## src/rtl/dmem_pkg.sv

```systemverilog
// dmem_pkg: shared types and helpers for the dmem_bridge data-memory bridge.
//   state_t        : bridge FSM states
//   SIZE_*         : access-size encodings of size_i
//   calc_be()      : byte enables for a size and byte offset
//   is_misaligned(): 1 when the size/offset pair cannot go on the bus
package dmem_pkg;

   typedef enum logic [2:0] {
      ST_IDLE  = 3'd0,
      ST_ADDR  = 3'd1,
      ST_DATA  = 3'd2,
      ST_DONE  = 3'd3,
      ST_DRAIN = 3'd4
   } state_t;

   localparam logic [1:0] SIZE_B = 2'b00;
   localparam logic [1:0] SIZE_H = 2'b01;
   localparam logic [1:0] SIZE_W = 2'b10;

   function automatic logic [3:0] calc_be(input logic [1:0] size, input logic [1:0] off);
      logic [3:0] be;
      case (size)
         SIZE_B:  be = 4'b0001 << off;
         SIZE_H:  be = 4'b0011 << off;
         SIZE_W:  be = 4'b1111;
         default: be = 4'b0000;
      endcase
      return be;
   endfunction

   // Size 11 is reported through the same path as a misaligned access.
   function automatic logic is_misaligned(input logic [1:0] size, input logic [1:0] off);
      logic bad;
      case (size)
         SIZE_B:  bad = 1'b0;
         SIZE_H:  bad = off[0];
         SIZE_W:  bad = (off != 2'b00);
         default: bad = 1'b1;
      endcase
      return bad;
   endfunction

endpackage

```

## src/rtl/dmem_watchdog.sv

```systemverilog
// dmem_watchdog: cycle counter that flags when a bus transaction has been
// in flight for LIMIT cycles.
//   clk_i, rst_i : clock, asynchronous active-high reset
//   clr_i        : restart the count from zero
//   en_i         : count this cycle
//   timeout_o    : high while enabled and LIMIT cycles have been counted
module dmem_watchdog #(
   parameter int unsigned LIMIT = 255
) (
   input  logic clk_i,
   input  logic rst_i,
   input  logic clr_i,
   input  logic en_i,
   output logic timeout_o
);

   localparam logic [15:0] LIMIT_M1 = 16'(LIMIT - 1);

   logic [15:0] cnt_r;

   assign timeout_o = en_i && (cnt_r == LIMIT_M1);

   // Cycle counter; saturates once the limit is reached.
   always_ff @(posedge clk_i or posedge rst_i) begin
      if (rst_i) begin
         cnt_r <= 16'd0;
      end else if (clr_i) begin
         cnt_r <= 16'd0;
      end else if (en_i && !timeout_o) begin
         cnt_r <= cnt_r + 16'd1;
      end
   end

endmodule

```

## src/rtl/dmem_bridge.sv

```systemverilog
// dmem_bridge: single-outstanding request/grant/response bridge between the
// MEM stage and the data bus.
//   MEM side : req_i, we_i, size_i, addr_i, wdata_i, flush_i in;
//              rdata_o (last completed load), stall_o, err_o (DONE pulse) out
//   Bus side : bus_req_o, bus_addr_o, bus_we_o, bus_be_o, bus_wdata_o out;
//              bus_gnt_i, bus_rvalid_i, bus_rdata_i, bus_err_i in
// Optional feature: define DMEM_TIMEOUT_EN to abort transactions after
// TIMEOUT_CYCLES cycles in ADDR/DATA and swallow the late response in DRAIN.
module dmem_bridge
   import dmem_pkg::*;
#(
   parameter int unsigned TIMEOUT_CYCLES = 255
) (
   input  logic        clk_i,
   input  logic        rst_i,
   input  logic        req_i,
   input  logic        we_i,
   input  logic [1:0]  size_i,
   input  logic [31:0] addr_i,
   input  logic [31:0] wdata_i,
   input  logic        flush_i,
   output logic [31:0] rdata_o,
   output logic        stall_o,
   output logic        err_o,
   output logic        bus_req_o,
   input  logic        bus_gnt_i,
   output logic [31:0] bus_addr_o,
   output logic        bus_we_o,
   output logic [3:0]  bus_be_o,
   output logic [31:0] bus_wdata_o,
   input  logic        bus_rvalid_i,
   input  logic [31:0] bus_rdata_i,
   input  logic        bus_err_i
);

   state_t      state_r, next_state_s;
   logic        accept_s, stall_s, to_take_s, resp_s, kill_now_s, misal_s;
   logic        timeout_s, drain_r;
   logic        err_flag_r, kill_r, bus_req_r, bus_we_r;
   logic [31:0] bus_addr_r, bus_wdata_r, rdata_r;
   logic [3:0]  bus_be_r;

   assign misal_s    = is_misaligned(size_i, addr_i[1:0]);
   // A flush arriving together with the response still kills it.
   assign kill_now_s = kill_r | flush_i;

   // Next-state decode and pipeline stall.
   always_comb begin
      next_state_s = state_r;
      accept_s     = 1'b0;
      stall_s      = 1'b0;
      to_take_s    = 1'b0;
      resp_s       = 1'b0;
      case (state_r)
         ST_IDLE: begin
            if (req_i && !flush_i) begin
               stall_s = 1'b1;
               if (drain_r && !bus_rvalid_i) begin
                  next_state_s = ST_DRAIN;
               end else begin
                  accept_s     = 1'b1;
                  next_state_s = misal_s ? ST_DONE : ST_ADDR;
               end
            end else begin
               next_state_s = ST_IDLE;
            end
         end
         ST_ADDR: begin
            stall_s = 1'b1;
            if (timeout_s) begin
               to_take_s    = 1'b1;
               next_state_s = ST_DONE;
            end else if (bus_gnt_i) begin
               next_state_s = ST_DATA;
            end else if (flush_i) begin
               next_state_s = ST_IDLE;
            end else begin
               next_state_s = ST_ADDR;
            end
         end
         ST_DATA: begin
            stall_s = 1'b1;
            if (bus_rvalid_i) begin
               resp_s       = 1'b1;
               next_state_s = kill_now_s ? ST_IDLE : ST_DONE;
            end else if (timeout_s) begin
               to_take_s    = 1'b1;
               next_state_s = ST_DONE;
            end else begin
               next_state_s = ST_DATA;
            end
         end
         ST_DONE: begin
            next_state_s = ST_IDLE;
         end
         ST_DRAIN: begin
            stall_s = 1'b1;
            if (bus_rvalid_i || flush_i) begin
               next_state_s = ST_IDLE;
            end else begin
               next_state_s = ST_DRAIN;
            end
         end
         default: begin
            next_state_s = ST_IDLE;
         end
      endcase
   end

   // FSM state and registered bus request (high exactly while in ADDR).
   always_ff @(posedge clk_i or posedge rst_i) begin
      if (rst_i) begin
         state_r   <= ST_IDLE;
         bus_req_r <= 1'b0;
      end else begin
         state_r   <= next_state_s;
         bus_req_r <= (next_state_s == ST_ADDR);
      end
   end

   // Bus-side address/data registers, loaded on acceptance and held after.
   always_ff @(posedge clk_i or posedge rst_i) begin
      if (rst_i) begin
         bus_addr_r  <= 32'd0;
         bus_we_r    <= 1'b0;
         bus_be_r    <= 4'd0;
         bus_wdata_r <= 32'd0;
      end else if (accept_s) begin
         bus_addr_r  <= {addr_i[31:2], 2'b00};
         bus_we_r    <= we_i;
         bus_be_r    <= calc_be(size_i, addr_i[1:0]);
         bus_wdata_r <= wdata_i;
      end
   end

   // Error and kill flags of the transaction in flight.
   always_ff @(posedge clk_i or posedge rst_i) begin
      if (rst_i) begin
         err_flag_r <= 1'b0;
         kill_r     <= 1'b0;
      end else if (accept_s) begin
         err_flag_r <= misal_s;
         kill_r     <= 1'b0;
      end else begin
         if (to_take_s || (resp_s && bus_err_i)) begin
            err_flag_r <= 1'b1;
         end
         // Grant beats a simultaneous flush in ADDR; the response is then killed.
         if (flush_i && ((state_r == ST_ADDR && bus_gnt_i) || state_r == ST_DATA)) begin
            kill_r <= 1'b1;
         end
      end
   end

   // Read-data register: updated only by completed loads, errors and timeouts.
   always_ff @(posedge clk_i or posedge rst_i) begin
      if (rst_i) begin
         rdata_r <= 32'd0;
      end else if (resp_s && !kill_now_s && !bus_we_r) begin
         rdata_r <= bus_err_i ? 32'd0 : bus_rdata_i;
      end else if (to_take_s) begin
         rdata_r <= 32'd0;
      end
   end

`ifdef DMEM_TIMEOUT_EN
   logic wd_clr_s, wd_en_s;

   assign wd_clr_s = (next_state_s == ST_ADDR) && (state_r != ST_ADDR);
   assign wd_en_s  = (state_r == ST_ADDR) || (state_r == ST_DATA);

   dmem_watchdog #(
      .LIMIT(TIMEOUT_CYCLES)
   ) u_watchdog (
      .clk_i     (clk_i),
      .rst_i     (rst_i),
      .clr_i     (wd_clr_s),
      .en_i      (wd_en_s),
      .timeout_o (timeout_s)
   );

   // Drain flag: a granted transaction was abandoned and its response is still due.
   always_ff @(posedge clk_i or posedge rst_i) begin
      if (rst_i) begin
         drain_r <= 1'b0;
      end else if (to_take_s && (state_r == ST_DATA || bus_gnt_i)) begin
         drain_r <= 1'b1;
      end else if (bus_rvalid_i && state_r != ST_ADDR && state_r != ST_DATA) begin
         drain_r <= 1'b0;
      end
   end
`else
   assign timeout_s = 1'b0;
   assign drain_r   = 1'b0;
`endif

   assign rdata_o     = rdata_r;
   assign stall_o     = stall_s;
   assign err_o       = (state_r == ST_DONE) && err_flag_r;
   assign bus_req_o   = bus_req_r;
   assign bus_addr_o  = bus_addr_r;
   assign bus_we_o    = bus_we_r;
   assign bus_be_o    = bus_be_r;
   assign bus_wdata_o = bus_wdata_r;

endmodule

```

## config.mk

```make
export PLATFORM = sky130hd
export DESIGN_NAME = dmem_bridge
export DESIGN_NICKNAME = d
export VERILOG_FILES = /design/src/rtl/dmem_pkg.sv /design/src/rtl/dmem_watchdog.sv /design/src/rtl/dmem_bridge.sv
export SDC_FILE = /design/constraint.sdc
export NUM_CORES = 1
export LEC_CHECK = 0
export ABC_AREA = 1
export ABC_CLOCK_PERIOD_IN_PS = 3740
export CORE_MARGIN = 2
export CORE_UTILIZATION = 41
export DETAILED_ROUTE_END_ITERATION = 16
export GPL_TIMING_DRIVEN = 0
export PLACE_DENSITY = 0.79
export SLEW_MARGIN = 10
export SYNTH_ARGS = -nofsm -noshare
export SYNTH_HDL_FRONTEND = slang
export SYNTH_SLANG_ARGS = --single-unit
```

## constraint.sdc

```tcl
create_clock -name clk_i -period 3.74 [get_ports clk_i]
set_clock_uncertainty 0.1 [all_clocks]
set_input_delay 0.374 -clock clk_i [delete_from_list [all_inputs] [get_ports clk_i]]
set_output_delay 0.374 -clock clk_i [all_outputs]
set_load 0.01 [all_outputs]
```

==> results.py <==
metrics = {
    "placed_design": {
        "hpwlAfterDp_mm": 8.839,
        "portBuffers": 207,
        "gp_congestion": 0.7783,
        "dpl.cell_count": 831,
        "dpl_cell_area_um2": 6568,
    },
    "clocking": {
        "clk_pin_slew_ps": 90,
        "cts_hold_buf": 0,
        "cts_sinks": 105,
        "post_cts_buffers": 0,
        "cts_tree": "built",
        "numCtsBuffers": 9,
        "root_buffer": "clkbuf_8",
        "cts_buffer_depth": 2,
        "cts_max_level": 3,
        "cts_resized": 0,
        "clock_latency_ps": 360,
    },
    "synthesis": {
        "synth_cell_type_count": 25,
        "syn_area_um2": 4289,
        "yosysSeqAreaShare": 0.6126,
        "syn_area_per_cell_um2": 8.825,
        "yosysWarnings": 0,
        "synthCells": 486,
        "ys_ff_latch": 105,
    },
    "global_routing": {
        "grt_pass1_wl_mm": 18.47,
        "busiest_layer": "met2",
        "use_met1": 0.2459,
        "grt_use_met3": 0.06009,
        "overflow": 0,
        "grt.total_usage": 0.2068,
        "antenna_found_initial": 0,
        "gr-usage-met2": 0.3526,
        "grt_pass1_vias": 4012,
        "grt_max_degree": 71,
    },
    "floorplan": {
        "rows": 37,
        "pin_count": 210,
        "design.core.area_um2": 10230,
        "die_x_um": 106.3,
        "dieHeight_um": 106.3,
        "initial_utilization": 0.4192,
        "die_area_um2": 11300,
    },
    "status": {
        "outcome": "finished, final reports clean",
    },
    "sta": {
        "holdWs_ps": 264.0,
        "finalHoldViolations": 0,
        "max_freq_mhz": 394.1,
        "rsz0062_at_grt": "false",
        "min_period_ps": 2538,
        "slew_violations": 0,
        "finalCritPeriodShare": 0.6785,
        "finalSetupViolCount": 0,
    },
    "worst_setup_path": {
        "worstSetupEndpointType": "output port",
        "critPathMaxFanout": 10,
        "cp.arrival_ps": 2060,
        "start_kind": "primary input",
        "crit_type": "in -> out",
        "worstPathRequired_ps": 3270,
    },
    "hold_path": {
        "hold_path_class": "in -> async",
    },
    "drt": {
        "drt_iter0_drc": 205,
        "via_count": 3896,
        "ant_nets": 0,
        "dr.pass1.iters": 4,
        "drc": 0,
        "wire_per_inst_um": 13.58,
        "drt_wl_total_mm": 11.50,
        "vias_per_cell": 4.600,
    },
    "cells_and_area": {
        "nets": 812,
        "n_antenna_cell": 0,
        "drive_above_1_share": 0.08158,
        "fill_cells": 868,
        "area_growth_pct": 57.93,
        "design_area_um2": 6774,
        "stdcell_count": 847,
    },
    "run": {
        "cap_violations": 0,
    },
    "power": {
        "p_per_area_nw_per_um2": 697.2,
        "leakage_nw": 3.238,
        "vdd_ir_drop_max_v": 0.0003715,
        "finalPower_mw": 4.723,
    },
}
-- report_power, final --
part	internal (mW)	total (mW)	switching, mW
clock	0.347	0.720	0.373
sequential	1.63	1.90	0.277
combinational	1.17	2.10	0.929
total	3.14	4.72	1.58
-- stage by stage --
stage	TNS, ps	worst slack [ps]	util
2_1_floorplan	0	505.5	-
3_3_place_gp	-101260	-968.7	0.6387
3_5_place_dp	0	1203	0.6419
4_1_cts	0	1171	0.6621
5_1_grt	0	1066	0.6621
6_report	0	1202	0.6621
-- synth_stat cells (all sizes together) --
library cell  number  area, µm²
nand2            274       1039
dfrtp            105       2628
o21ai             35      220.2
buf               20      150.1
nor2              17      83.83
inv               14      52.55
a21oi              5      25.02
clkbuf             5      18.77
nand3              4      25.02
nand4              3      25.02
conb               1      3.750
nor3               1      5.000
nor4               1      6.260
o211ai             1      7.510
-- placed cells by master (no fill, tap or decap), types with 2 or more instances in the layout --
master,instances
buf_6,6
nor2_2,2
o21ai_2,12
clkdlybuf4s50_1,207
buf_2,9
nor2_4,2
nor2_1,13
a21oi_1,5
nand2_1,272
buf_4,5
clkbuf_1,6
nand4_1,2
nand3_1,3
clkbuf_8,11
conb_1,2
dfrtp_1,105
inv_1,12
o21ai_0,3
o21ai_1,20
-- cells by family (layout without fill, tap and decap cells) --
kind of cell	after synthesis	count (layout)	synth area share
buf+inv	39	263	0.05163
simple gates	300	300	0.2760
flops	105	105	0.6126
other cells	1	2	0.0008743
compound gates	41	41	0.05893
-- state kept, by name (all words and copies together) (netlist names) --
signal and cells:
bus_req_o 1, rdata_o 32, kill_r 1, bus_be_o 4
state_r 3, bus_we_o 1, bus_addr_o 30, bus_wdata_o 32
err_flag_r 1
-- final timing paths --
kind                                            start                         end  slack, ps  depth (start not counted)
max                                           flush_i                     stall_o       1200                          6
min                                             rst_i      rdata_o[7]$_DFFE_PP0P_        260                          2
max reg2reg                      state_r[0]$_DFF_PP0_  bus_addr_o[23]$_DFFE_PP0P_       2180                          6
min reg2reg                bus_addr_o[26]$_DFFE_PP0P_  bus_addr_o[26]$_DFFE_PP0P_        370                          2
max in group asynchronous                       rst_i      rdata_o[0]$_DFFE_PP0P_       2630                          3
min in group clk_i         bus_addr_o[26]$_DFFE_PP0P_  bus_addr_o[26]$_DFFE_PP0P_        370                          2
-- critical path, cell delays in order --
cell and delay [ps]:
clkdlybuf4s50_1 480, inv_1 140, nand4_2 150, buf_2 230, o211ai_1 110, clkdlybuf4s50_1 580
-- area by class of cell --
type	count	area, µm²	share of cell area
Sequential cell	105	2628	0.3879
Timing Repair Buffer	208	2100	0.3099
Clock buffer	12	155.1	0.02290
Buffer	25	168.9	0.02494
Clock inverter	4	51.30	0.007573
Multi-Input combinational cell	343	1444	0.2132
Tap cell	136	170.2	0.02512
Inverter	14	57.56	0.008496
-- routing by layer --
layer | up-vias | share of wire
li1 | 1924 | -
met1 | 1805 | 0.39
met2 | 149 | 0.50
met3 | 18 | 0.086
met4 | 0 | 0.021
met5 | - | 0
Power figures use the tool's default switching activity.
